`config.mk`:
```
export PLATFORM = sky130hd
export DESIGN_NAME = gray_step_sequencer
export DESIGN_NICKNAME = d
export VERILOG_FILES = /design/src/rtl/gray_step_sequencer.sv
export SDC_FILE = /design/constraint.sdc
export NUM_CORES = 1
export LEC_CHECK = 0
export BUFFER_PORTS_ARGS = -buffer_cell sky130_fd_sc_hd__buf_2
export CAP_MARGIN = 30
export CORE_AREA = 8 8 53 55
export DETAILED_ROUTE_END_ITERATION = 16
export DIE_AREA = 0 0 61 63
export PLACE_DENSITY = 0.65
export SLEW_MARGIN = 10
export SYNTH_ARGS = -nofsm -noshare
export SYNTH_HDL_FRONTEND = slang
export SYNTH_SLANG_ARGS = --single-unit
```
`constraint.sdc`:
```
create_clock -name clk -period 2.3 [get_ports clk]
set_clock_uncertainty 0.15 [all_clocks]
set_input_delay 0.115 -clock clk [delete_from_list [all_inputs] [get_ports clk]]
set_output_delay 0.115 -clock clk [all_outputs]
set_load 0.005 [all_outputs]
```
`src/rtl/gray_step_sequencer.sv`:
```
// gray_step_sequencer
//
// Runs a commanded number of steps through a WIDTH-bit binary position,
// counting up or down, and presents the Gray code of that position on a
// registered output. One command is accepted at a time; a single-cycle
// done pulse marks completion. The position persists across commands and
// is cleared only by reset.
//
// Ports
//   clk        : single clock, all state changes on the rising edge
//   reset      : synchronous, active-high; clears position and control state
//   cmd_valid  : command request, honoured only while cmd_ready is high
//   cmd_ready  : high in IDLE (a command can be accepted)
//   cmd_steps  : number of steps for the command (0 .. 2^WIDTH-1)
//   cmd_dir    : 0 = count up, 1 = count down
//   pause      : holds the current step while high (only meaningful in RUN)
//   gray_out   : registered Gray code of the internal position
//   busy       : high while in RUN
//   done       : high for the single DONE cycle
module gray_step_sequencer #(
    parameter int WIDTH = 4
) (
    input  logic             clk,
    input  logic             reset,
    input  logic             cmd_valid,
    output logic             cmd_ready,
    input  logic [WIDTH-1:0] cmd_steps,
    input  logic             cmd_dir,
    input  logic             pause,
    output logic [WIDTH-1:0] gray_out,
    output logic             busy,
    output logic             done
);

    typedef enum logic [1:0] {
        IDLE = 2'd0,
        RUN  = 2'd1,
        DONE = 2'd2
    } state_t;

    localparam logic [WIDTH-1:0] ONE = WIDTH'(1);

    state_t           state, state_nxt;
    logic [WIDTH-1:0] pos, pos_nxt;
    logic [WIDTH-1:0] rem, rem_nxt;
    logic             dir_q, dir_nxt;

    function automatic logic [WIDTH-1:0] bin2gray(input logic [WIDTH-1:0] b);
        return b ^ (b >> 1);
    endfunction

    // Next-state and datapath update
    always_comb begin
        state_nxt = state;
        pos_nxt   = pos;
        rem_nxt   = rem;
        dir_nxt   = dir_q;

        case (state)
            IDLE: begin
                if (cmd_valid) begin
                    rem_nxt   = cmd_steps;
                    dir_nxt   = cmd_dir;
                    // A zero-step command completes without ever entering RUN.
                    state_nxt = (cmd_steps != '0) ? RUN : DONE;
                end
            end
            RUN: begin
                // Pause freezes everything, including the final step.
                if (!pause) begin
                    pos_nxt = dir_q ? (pos - ONE) : (pos + ONE);
                    rem_nxt = rem - ONE;
                    if (rem == ONE) begin
                        state_nxt = DONE;
                    end
                end
            end
            DONE: begin
                state_nxt = IDLE;
            end
            default: begin
                state_nxt = IDLE;
            end
        endcase
    end

    // State register; gray_out is derived from pos_nxt so it moves on the
    // same edge as pos.
    always_ff @(posedge clk) begin
        if (reset) begin
            state    <= IDLE;
            pos      <= '0;
            rem      <= '0;
            dir_q    <= 1'b0;
            gray_out <= '0;
        end else begin
            state    <= state_nxt;
            pos      <= pos_nxt;
            rem      <= rem_nxt;
            dir_q    <= dir_nxt;
            gray_out <= bin2gray(pos_nxt);
        end
    end

    assign cmd_ready = (state == IDLE);
    assign busy      = (state == RUN);
    assign done      = (state == DONE);

endmodule

```
==> results of run 1 <==
-- cell usage after synthesis, types with 2 or more instances --
library cell | number | share of area, %
nand2b_1 | 4 | 3.3
nand2_1 | 4 | 2.0
nor2_1 | 18 | 9.0
a21oi_1 | 6 | 4.0
o21ai_0 | 7 | 4.7
dfxtp_1 | 14 | 37
xnor2_1 | 4 | 4.7
nor4_1 | 2 | 1.7
ha_1 | 4 | 6.7
inv_1 | 4 | 2.0
xor2_1 | 3 | 3.5
-- power breakdown --
part / leakage, nW / total (mW) / internal (mW) / switching (mW)
Clock: 0.0210 / 0.184 / 0.0965 / 0.0872
Combinational: 0.270 / 0.132 / 0.0615 / 0.0702
Sequential: 0.114 / 0.282 / 0.262 / 0.0199
Total: 0.406 / 0.598 / 0.420 / 0.177
-- registers in the layout, summed over array words and instances (netlist names) --
name and count:
state 2, rem 4, gray_out 4, pos 3, dir_q 1
-- critical path: cells and delay by family (launching register included) --
kind	cells	cell delay, ps
muxes	1	250
DFF	1	380
xor gates and xnor gates	3	540
and+or+nand+nor	1	50
adders and majority gates	1	450
-- what timing repair did --
item,4_1_cts,5_1_grt
setup buffers,0,0
hold buffers,1,0
hold endpoints to repair,1,0
-- worst paths after layout --
| path | slack [ps] | cells past startpoint | end | start |
|---|---|---|---|---|
| hold / removal | 6 | 2 | dir_q$_SDFFE_PP0P_ | reset |
| hold reg to reg | 370 | 2 | rem[2]$_SDFFE_PP0P_ | rem[2]$_SDFFE_PP0P_ |
| setup / recovery | 380 | 6 | gray_out[2]$_SDFF_PP0_ | pos[0]$_SDFF_PP0_ |
| setup reg to reg | 380 | 6 | gray_out[2]$_SDFF_PP0_ | pos[0]$_SDFF_PP0_ |
-- logic make-up after synthesis --
family                   after synthesis
AO/OA/AOI/OAI                         19
XOR/XNOR                               7
adder cells (fa/ha/maj)                5
buffers and inverters                  7
flip-flops                            14
multiplexers                           2
AND/OR/NAND/NOR                       34
-- layer usage --
metal	part of all wire, %	up-vias	GRT usage [%]
li1	-	333	-
met1	45	266	8.655
met2	47	12	14.42
met3	5.0	5	2.058
met4	2.8	0	6.997
met5	0	-	0
-- layout make-up --
| type | count | share of cell area (%) |
|---|---|---|
| multi-input cells | 67 | 49.30 |
| flip-flops and latches | 14 | 31.46 |
| repair buffers | 16 | 9.551 |
| clock buffers | 4 | 4.073 |
| well taps | 28 | 3.933 |
| inverters | 4 | 1.685 |
==> impl_metrics.toml, run 1 <==
[status]
outcome = "complete, no violations"

[timing]
slew_viol_final = 0
max_freq_ghz = 0.5200
fin_ws_ps = 376.9
hold_viol_final = 0
setup_tns_ps = 0
max_slew_margin_pct = 71.46
period_needed_ps = 1923
holdWs_ps = 6.348
setup_viol = 0
period_share_pct = 83.61
worst_pin_slew_ps = 424.2
rsz0062_at_grt = "no"

[synth]
synth.distinct_cells = 29
syn_nets = 102
synth_fa_ha_area_share_pct = 9.333
synth_xor_area_share_pct = 8.167
synth-compound-area-share_pct = 15.17
async_flop_share_pct = 0
yosysWarnings = 0
synthFlopType = "dfxtp_1"
syn_area_per_cell_um2 = 8.531
yosysSeqAreaShare_pct = 37.33
ys_ff_latch = 14
synthCells = 88
synth_mux_area_share_pct = 3.167
synth_top_family_by_area = "simple AND/OR/NAND/NOR gates"
yosys.area_share.simple_pct = 22.67
synth_edf_count = 0
syn_area_um2 = 750.7

[global_route]
grt_pass1_vias = 606
grt_overflow = 0
grt_antenna_before_repair = 0
grt_first_pass_wirelength_um = 2490
grt_usage_pct = 8.670
grt_max_degree = 15

[cts]
htreeDepth = 1
clock_path_buffers = 2
cts_made_buffers = 3
clkTransAtPathRegs_ps = 90
cts_tree = "built"
cts.sinks = 14
cts_root_buf = "clkbuf_4"
clock_latency_ps = 290
post_cts_resized = 0

[min_path]
hp-class = "in -> reg"

[cells_and_area]
fin_nets = 120
seqCellArea_um2 = 280.3
multiInputGateArea_um2 = 439.2
stdcell_area_um2 = 890.9
drive_above_1_share_pct = 20.95
syn2layout_area_growth_pct = 18.67
antenna_cells = 0
final_common_cell = "nor2_1"
layoutNonFillerInstCount = 133
layout_common_cells = "nor2_1, buf_2, dfxtp_1"
fill_cells = 220
final_util_pct = 43.18

[power]
powerDensity_nw_per_um2 = 670.9
p_total_mw = 0.5977
ir_drop_mv = 0.3595
power.leakage_nw = 0.4055

[drt]
viasPerCell = 4.632
wl_um = 1585
dr_total_vias = 616
first_pass_iters = 4
ant_nets = 0
remaining_drc_errors = 0
wl_per_cell_um = 11.92
drtIter0Drc = 14

[floorplan]
io_pins = 16
core_area_um2 = 2063
die_h_um = 63
fp-row-count = 17
die-width_um = 61
dieArea_um2 = 3843
start_util_pct = 36.39

[setup_path]
path_cells = "fa_1 > xor2_1 > mux2i_2 > xor2_1 > xnor2_1 > nor2_1"
worstPathRequired_ps = 2330
end_kind = "register"
crit_path_start_kind = "register"
crit_top_cell = "xor2_1"
arrival_ps = 1950
crit_type = "reg -> reg"
crit_fanout = 4
cp_slowest_cell = "fa_1"
max_stage_delay_ps = 450

[place]
placed_cells = 128
numPortBuffers = 15
dp_worst_setup_slack_ps = 381.4
dp.final_hpwl_um = 1226
dpl_cell_area_um2 = 844.6
place_congestion = 0.8357

[run]
drv_cap = 0
Power figures use the tool's default switching activity.
==> inputs of run 2 (changes only) <==
--- a/config.mk
+++ b/config.mk
@@ -10,7 +10,7 @@
 export CORE_AREA = 8 8 53 55
 export DETAILED_ROUTE_END_ITERATION = 16
 export DIE_AREA = 0 0 61 63
-export PLACE_DENSITY = 0.65
+export PLACE_DENSITY = 0.67
 export SLEW_MARGIN = 10
 export SYNTH_ARGS = -nofsm -noshare
 export SYNTH_HDL_FRONTEND = slang
==> constraint.sdc (replaced) <==
create_clock -name clk -period 1.68 [get_ports clk]
set_clock_uncertainty 0.15 [all_clocks]
set_input_delay 0.084 -clock clk [delete_from_list [all_inputs] [get_ports clk]]
set_output_delay 0.084 -clock clk [all_outputs]
set_load 0.005 [all_outputs]
==> impl_metrics.toml, run 2 (same netlist as run 1, synthesis figures left out) <==
[status]
violations = "hold timing, setup timing"
outcome = "complete, but fails checks"

[setup_path]
cp_slowest_cell = "fa_2"
reg2reg_slack_ps = -70
crit_top_cell = "xor2_1"
endpoint = "gray_out[2]$_SDFF_PP0_"
path_cells = "fa_2 > xor2_1 > mux2i_2 > xor2_1 > xnor2_1 > nor2_1"
crit_start = "pos[0]$_SDFF_PP0_"
worstPathRequired_ps = 1700
cp.depth = 6
reg2regPathDepth = 6
crit_type = "reg -> reg"
max_stage_delay_ps = 390
crit_path_start_kind = "register"
arrival_ps = 1770
r2r_end = "gray_out[2]$_SDFF_PP0_"
reg2reg_from = "pos[0]$_SDFF_PP0_"
crit_family = "XOR/XNOR gates"
end_kind = "register"
worstPathBufferInverterCount = 0
crit_fanout = 2

[cells_and_area]
drive_above_1_share_pct = 33.04
antenna_cells = 0
final_common_cell = "nor2_1"
reg_top3 = "gray_out (4), rem (4), pos (3)"
final_util_pct = 48.39
syn2layout_area_growth_pct = 33.00
layout_common_cells = "nor2_1, buf_2, dfxtp_1"
fin_nets = 130

[global_route]
grt_pass1_vias = 684
grt_antenna_before_repair = 0
grt_max_degree = 15
grt_usage_pct = 10.22
grt_first_pass_wirelength_um = 2973
grt_overflow = 0

[place]
dp.final_hpwl_um = 1319
place_congestion = 0.8118
dp_worst_setup_slack_ps = -48.45
numPortBuffers = 15

[drt]
viasPerCell = 4.776
remaining_drc_errors = 0
wl_per_cell_um = 12.15
ant_nets = 0
wl_um = 1737
drtIter0Drc = 16
first_pass_iters = 4
dr_total_vias = 683

[power]
p_sw_mw = 0.2468
p_sw_share_pct = 29.04
seqPwrFrac_pct = 45.3
p_comb_share_pct = 26.0
power_frac_clock_pct = 28.8
powerDensity_nw_per_um2 = 851.2
ir_drop_mv = 0.5394
power.leakage_nw = 0.4477
p_int_mw = 0.6031

[timing]
setup_tns_ps = -72.45
max_slew_margin_pct = 71.94
rsz0062_at_grt = "yes"
fin_ws_ps = -72.45
setup_viol = 1
worst_pin_slew_ps = 417.1
period_needed_ps = 1752
max_freq_ghz = 0.5706
period_share_pct = 104.3
hold_viol_final = 9
slew_viol_final = 0
holdWs_ps = -18.51

[cts]
ctsHoldBuffers = 2
htreeDepth = 1
cts_made_buffers = 3
clkTransAtPathRegs_ps = 90
clock_latency_ps = 280
clock_path_buffers = 2
cts.sinks = 14
cts_tree = "built"
cts_root_buf = "clkbuf_4"

[run]
drv_cap = 0

[floorplan]
die-width_um = 61
start_util_pct = 36.39
dieArea_um2 = 3843
fp-row-count = 17
core_area_um2 = 2063
io_pins = 16
die_h_um = 63

[min_path]
hp-class = "in -> reg"
[run 2: cell types whose count changed in the layout (fill, tap and decap cells not counted), sizes merged]
cell / delta
buf: +9
dlygate4sd3: +1
[run 2: power groups by stage]
stage	Combinational, mW	Clock [mW]	Sequential [mW]
2_1_floorplan	0.133	0	0.390
3_3_place_gp	0.205	0	0.390
3_5_place_dp	0.211	0	0.392
4_1_cts	0.219	0.255	0.385
5_1_grt	0.247	0.272	0.388
6_report	0.221	0.244	0.385
[run 2: layer usage]
layer	GRT usage [%]	wire length [µm]	vias to the layer above	share of wire, %
met5	0	0	-	0
met4	5.831	23	0	1.3
met3	3.704	80	4	4.6
met2	16.93	906	11	52
met1	10.49	727	314	42
li1	-	-	354	-
[run 2: stage by stage]
step | instance area [µm²] | std cells | power [mW]
2_1_floorplan | 757.0 | 88 | 0.5230
3_3_place_gp | 910.9 | 136 | 0.5949
3_5_place_dp | 910.9 | 136 | 0.6026
4_1_cts | 983.4 | 142 | 0.8584
5_1_grt | 998.5 | 143 | 0.9064
6_report | 998.5 | 143 | 0.8499
[run 2: layout make-up]
class / instances / area (µm²)
multi-input cells: 67 / 462.9
well taps: 28 / 35.03
repair buffers: 26 / 162.7
clock buffers: 4 / 36.28
inverters: 4 / 15.01
flip-flops and latches: 14 / 286.5
fillers: 208 / 1065
[run 2: how the worst min path moves through the flow]
| stage | startpoint | endpoint | slack (ps) | cells after the start |
|---|---|---|---|---|
| 4_1_cts | reset | dir_q$_SDFFE_PP0P_ | -20 | 2 |
| 3_3_place_gp | cmd_dir | dir_q$_SDFFE_PP0P_ | 170 | 3 |
| 2_1_floorplan | reset | rem[2]$_SDFFE_PP0P_ | 3 | 1 |
| 6_report | reset | gray_out[3]$_SDFF_PP0_ | -20 | 2 |
| 3_5_place_dp | cmd_dir | dir_q$_SDFFE_PP0P_ | 170 | 3 |
| 5_1_grt | reset | pos[1]$_SDFF_PP0_ | -20 | 2 |
[run 2: repair_timing]
action,CTS,global route
endpoints found under the hold margin,9,7
buffers inserted,0,1
setup endpoints to repair,3,5
gates resized for setup,2,3
pin swaps,3,6
==> inputs of run 3 (changes only) <==
--- a/config.mk
+++ b/config.mk
@@ -7,11 +7,12 @@
 export LEC_CHECK = 0
 export BUFFER_PORTS_ARGS = -buffer_cell sky130_fd_sc_hd__buf_2
 export CAP_MARGIN = 30
-export CORE_AREA = 8 8 53 55
+export CORE_AREA = 5 5 50 52
 export DETAILED_ROUTE_END_ITERATION = 16
-export DIE_AREA = 0 0 61 63
+export DIE_AREA = 0 0 55 57
 export PLACE_DENSITY = 0.67
 export SLEW_MARGIN = 10
 export SYNTH_ARGS = -nofsm -noshare
 export SYNTH_HDL_FRONTEND = slang
 export SYNTH_SLANG_ARGS = --single-unit
+export TNS_END_PERCENT = 100
==> impl_metrics.toml, run 3 (same netlist as run 1, synthesis figures left out) <==
[cells_and_area]
final_common_cell = "nor2_1"
antenna_cells = 0
layoutNonFillerInstCount = 142
reg_top3 = "gray_out (4), rem (4), pos (3)"
fin_nets = 129
multiInputGateArea_um2 = 470.5
final_util_pct = 48.45
drive_above_1_share_pct = 34.21
layout_common_cells = "nor2_1, buf_2, dfxtp_1"
fill_cells = 219
stdcell_area_um2 = 999.7
seqCellArea_um2 = 287.8
syn2layout_area_growth_pct = 33.17

[power]
powerDensity_nw_per_um2 = 844.5
power.leakage_nw = 0.4455
p_total_mw = 0.8442
ir_drop_mv = 0.5469

[place]
dp.final_hpwl_um = 1225
placed_cells = 136
dpl_cell_area_um2 = 910.9
place_congestion = 0.7682
numPortBuffers = 15

[timing]
period_needed_ps = 1737
slew_viol_final = 0
setup_tns_ps = -57.09
max_slew_margin_pct = 69.05
hold_viol_final = 8
holdWs_ps = -13.35
fin_ws_ps = -57.09
setup_viol = 1
max_freq_ghz = 0.5757
worst_pin_slew_ps = 460.0
rsz0062_at_grt = "yes"
period_share_pct = 103.4

[min_path]
whs_endpoint = "dir_q$_SDFFE_PP0P_"
min-delay-start = "reset"
hold_depth = 2
hp-class = "in -> reg"

[global_route]
grt_first_pass_wirelength_um = 2628
grt_usage_pct = 11.72
grt_antenna_before_repair = 0
grt_overflow = 0
grt_pass1_vias = 634
grt_max_degree = 15

[floorplan]
start_util_pct = 36.39
core_area_um2 = 2063
die-width_um = 55
fp-row-count = 17
die_h_um = 57
io_pins = 16
dieArea_um2 = 3135

[setup_path]
crit_family = "XOR/XNOR gates"
path_cells = "fa_2 > xor2_1 > mux2i_2 > xor2_1 > xnor2_1 > nor2_1"
crit_top_cell = "xor2_1"
arrival_ps = 1750
crit_path_start_kind = "register"
worstPathRequired_ps = 1690
max_stage_delay_ps = 380
end_kind = "register"
reg2regPathDepth = 6
crit_fanout = 2
crit_type = "reg -> reg"
reg2reg_from = "pos[0]$_SDFF_PP0_"
cp_slowest_cell = "fa_2"
worstPathBufferInverterCount = 0
reg2reg_slack_ps = -60
r2r_end = "gray_out[2]$_SDFF_PP0_"

[drt]
remaining_drc_errors = 0
wl_um = 1620
drtIter0Drc = 4
wl_per_cell_um = 11.41
first_pass_iters = 2
dr_total_vias = 683
ant_nets = 0
viasPerCell = 4.810

[status]
outcome = "complete, but fails checks"
violations = "hold timing, setup timing"

[cts]
htreeDepth = 1
cts_root_buf = "clkbuf_4"
cts_tree = "built"
clkTransAtPathRegs_ps = 90
cts_setup_buffers = 0
clock_latency_ps = 280
cts_made_buffers = 3
clock_path_buffers = 2
ctsHoldBuffers = 2
cts.sinks = 14

[run]
drv_cap = 0
run 3: worst max path at each step:
stage	startpoint	to	slack, ps	cells after the start
after floorplan	pos[1]$_SDFF_PP0_	gray_out[2]$_SDFF_PP0_	-10	6
after global placement	dir_q$_SDFFE_PP0P_	gray_out[3]$_SDFF_PP0_	-2	7
after detailed placement	dir_q$_SDFFE_PP0P_	gray_out[3]$_SDFF_PP0_	-50	7
after CTS	pos[0]$_SDFF_PP0_	gray_out[2]$_SDFF_PP0_	-40	6
after global routing	pos[0]$_SDFF_PP0_	gray_out[2]$_SDFF_PP0_	-110	6
final	pos[0]$_SDFF_PP0_	gray_out[2]$_SDFF_PP0_	-60	6
run 3: cell type report:
type	instances	share of cell area, %
Clock buffer	4	3.630
Inverter	4	1.502
Multi-Input combinational cell	67	47.06
Sequential cell	14	28.79
Tap cell	28	3.504
Timing Repair Buffer	25	15.52
run 3: stage by stage:
stage          hold slack, ps  setup WS, ps
2_1_floorplan           3.066        -12.83
3_3_place_gp            170.0        -1.560
3_5_place_dp            174.9        -49.43
4_1_cts                -11.31        -35.09
5_1_grt                -3.762        -109.0
6_report               -13.35        -57.09
run 3: worst register-to-register path, delay by kind of cell, from the launching register on:
family,cells,cell delay (ps)
XOR/XNOR,3,500
adder cells (fa/ha/maj),1,380
flip-flops,1,350
multiplexers,1,200
AND/OR/NAND/NOR,1,50
run 3: what timing repair did:
action	CTS	global route
pin swaps	3	6
gates cloned	0	0
setup endpoints to repair	2	4
endpoints found under the hold margin	9	1
gates resized for setup	3	4
run 3: report_power, final:
| part | switching [mW] | leakage (nW) | internal (mW) |
|---|---|---|---|
| Clock | 0.111 | 0.0210 | 0.132 |
| Combinational | 0.107 | 0.308 | 0.110 |
| Sequential | 0.0243 | 0.117 | 0.360 |
run 3: routing by layer:
metal	vias up	track usage, %	wire, µm
met2	11	18.24	870
met3	6	3.394	58
met4	0	7.292	46
met5	-	0	0
met1	316	13.71	643
li1	350	-	-
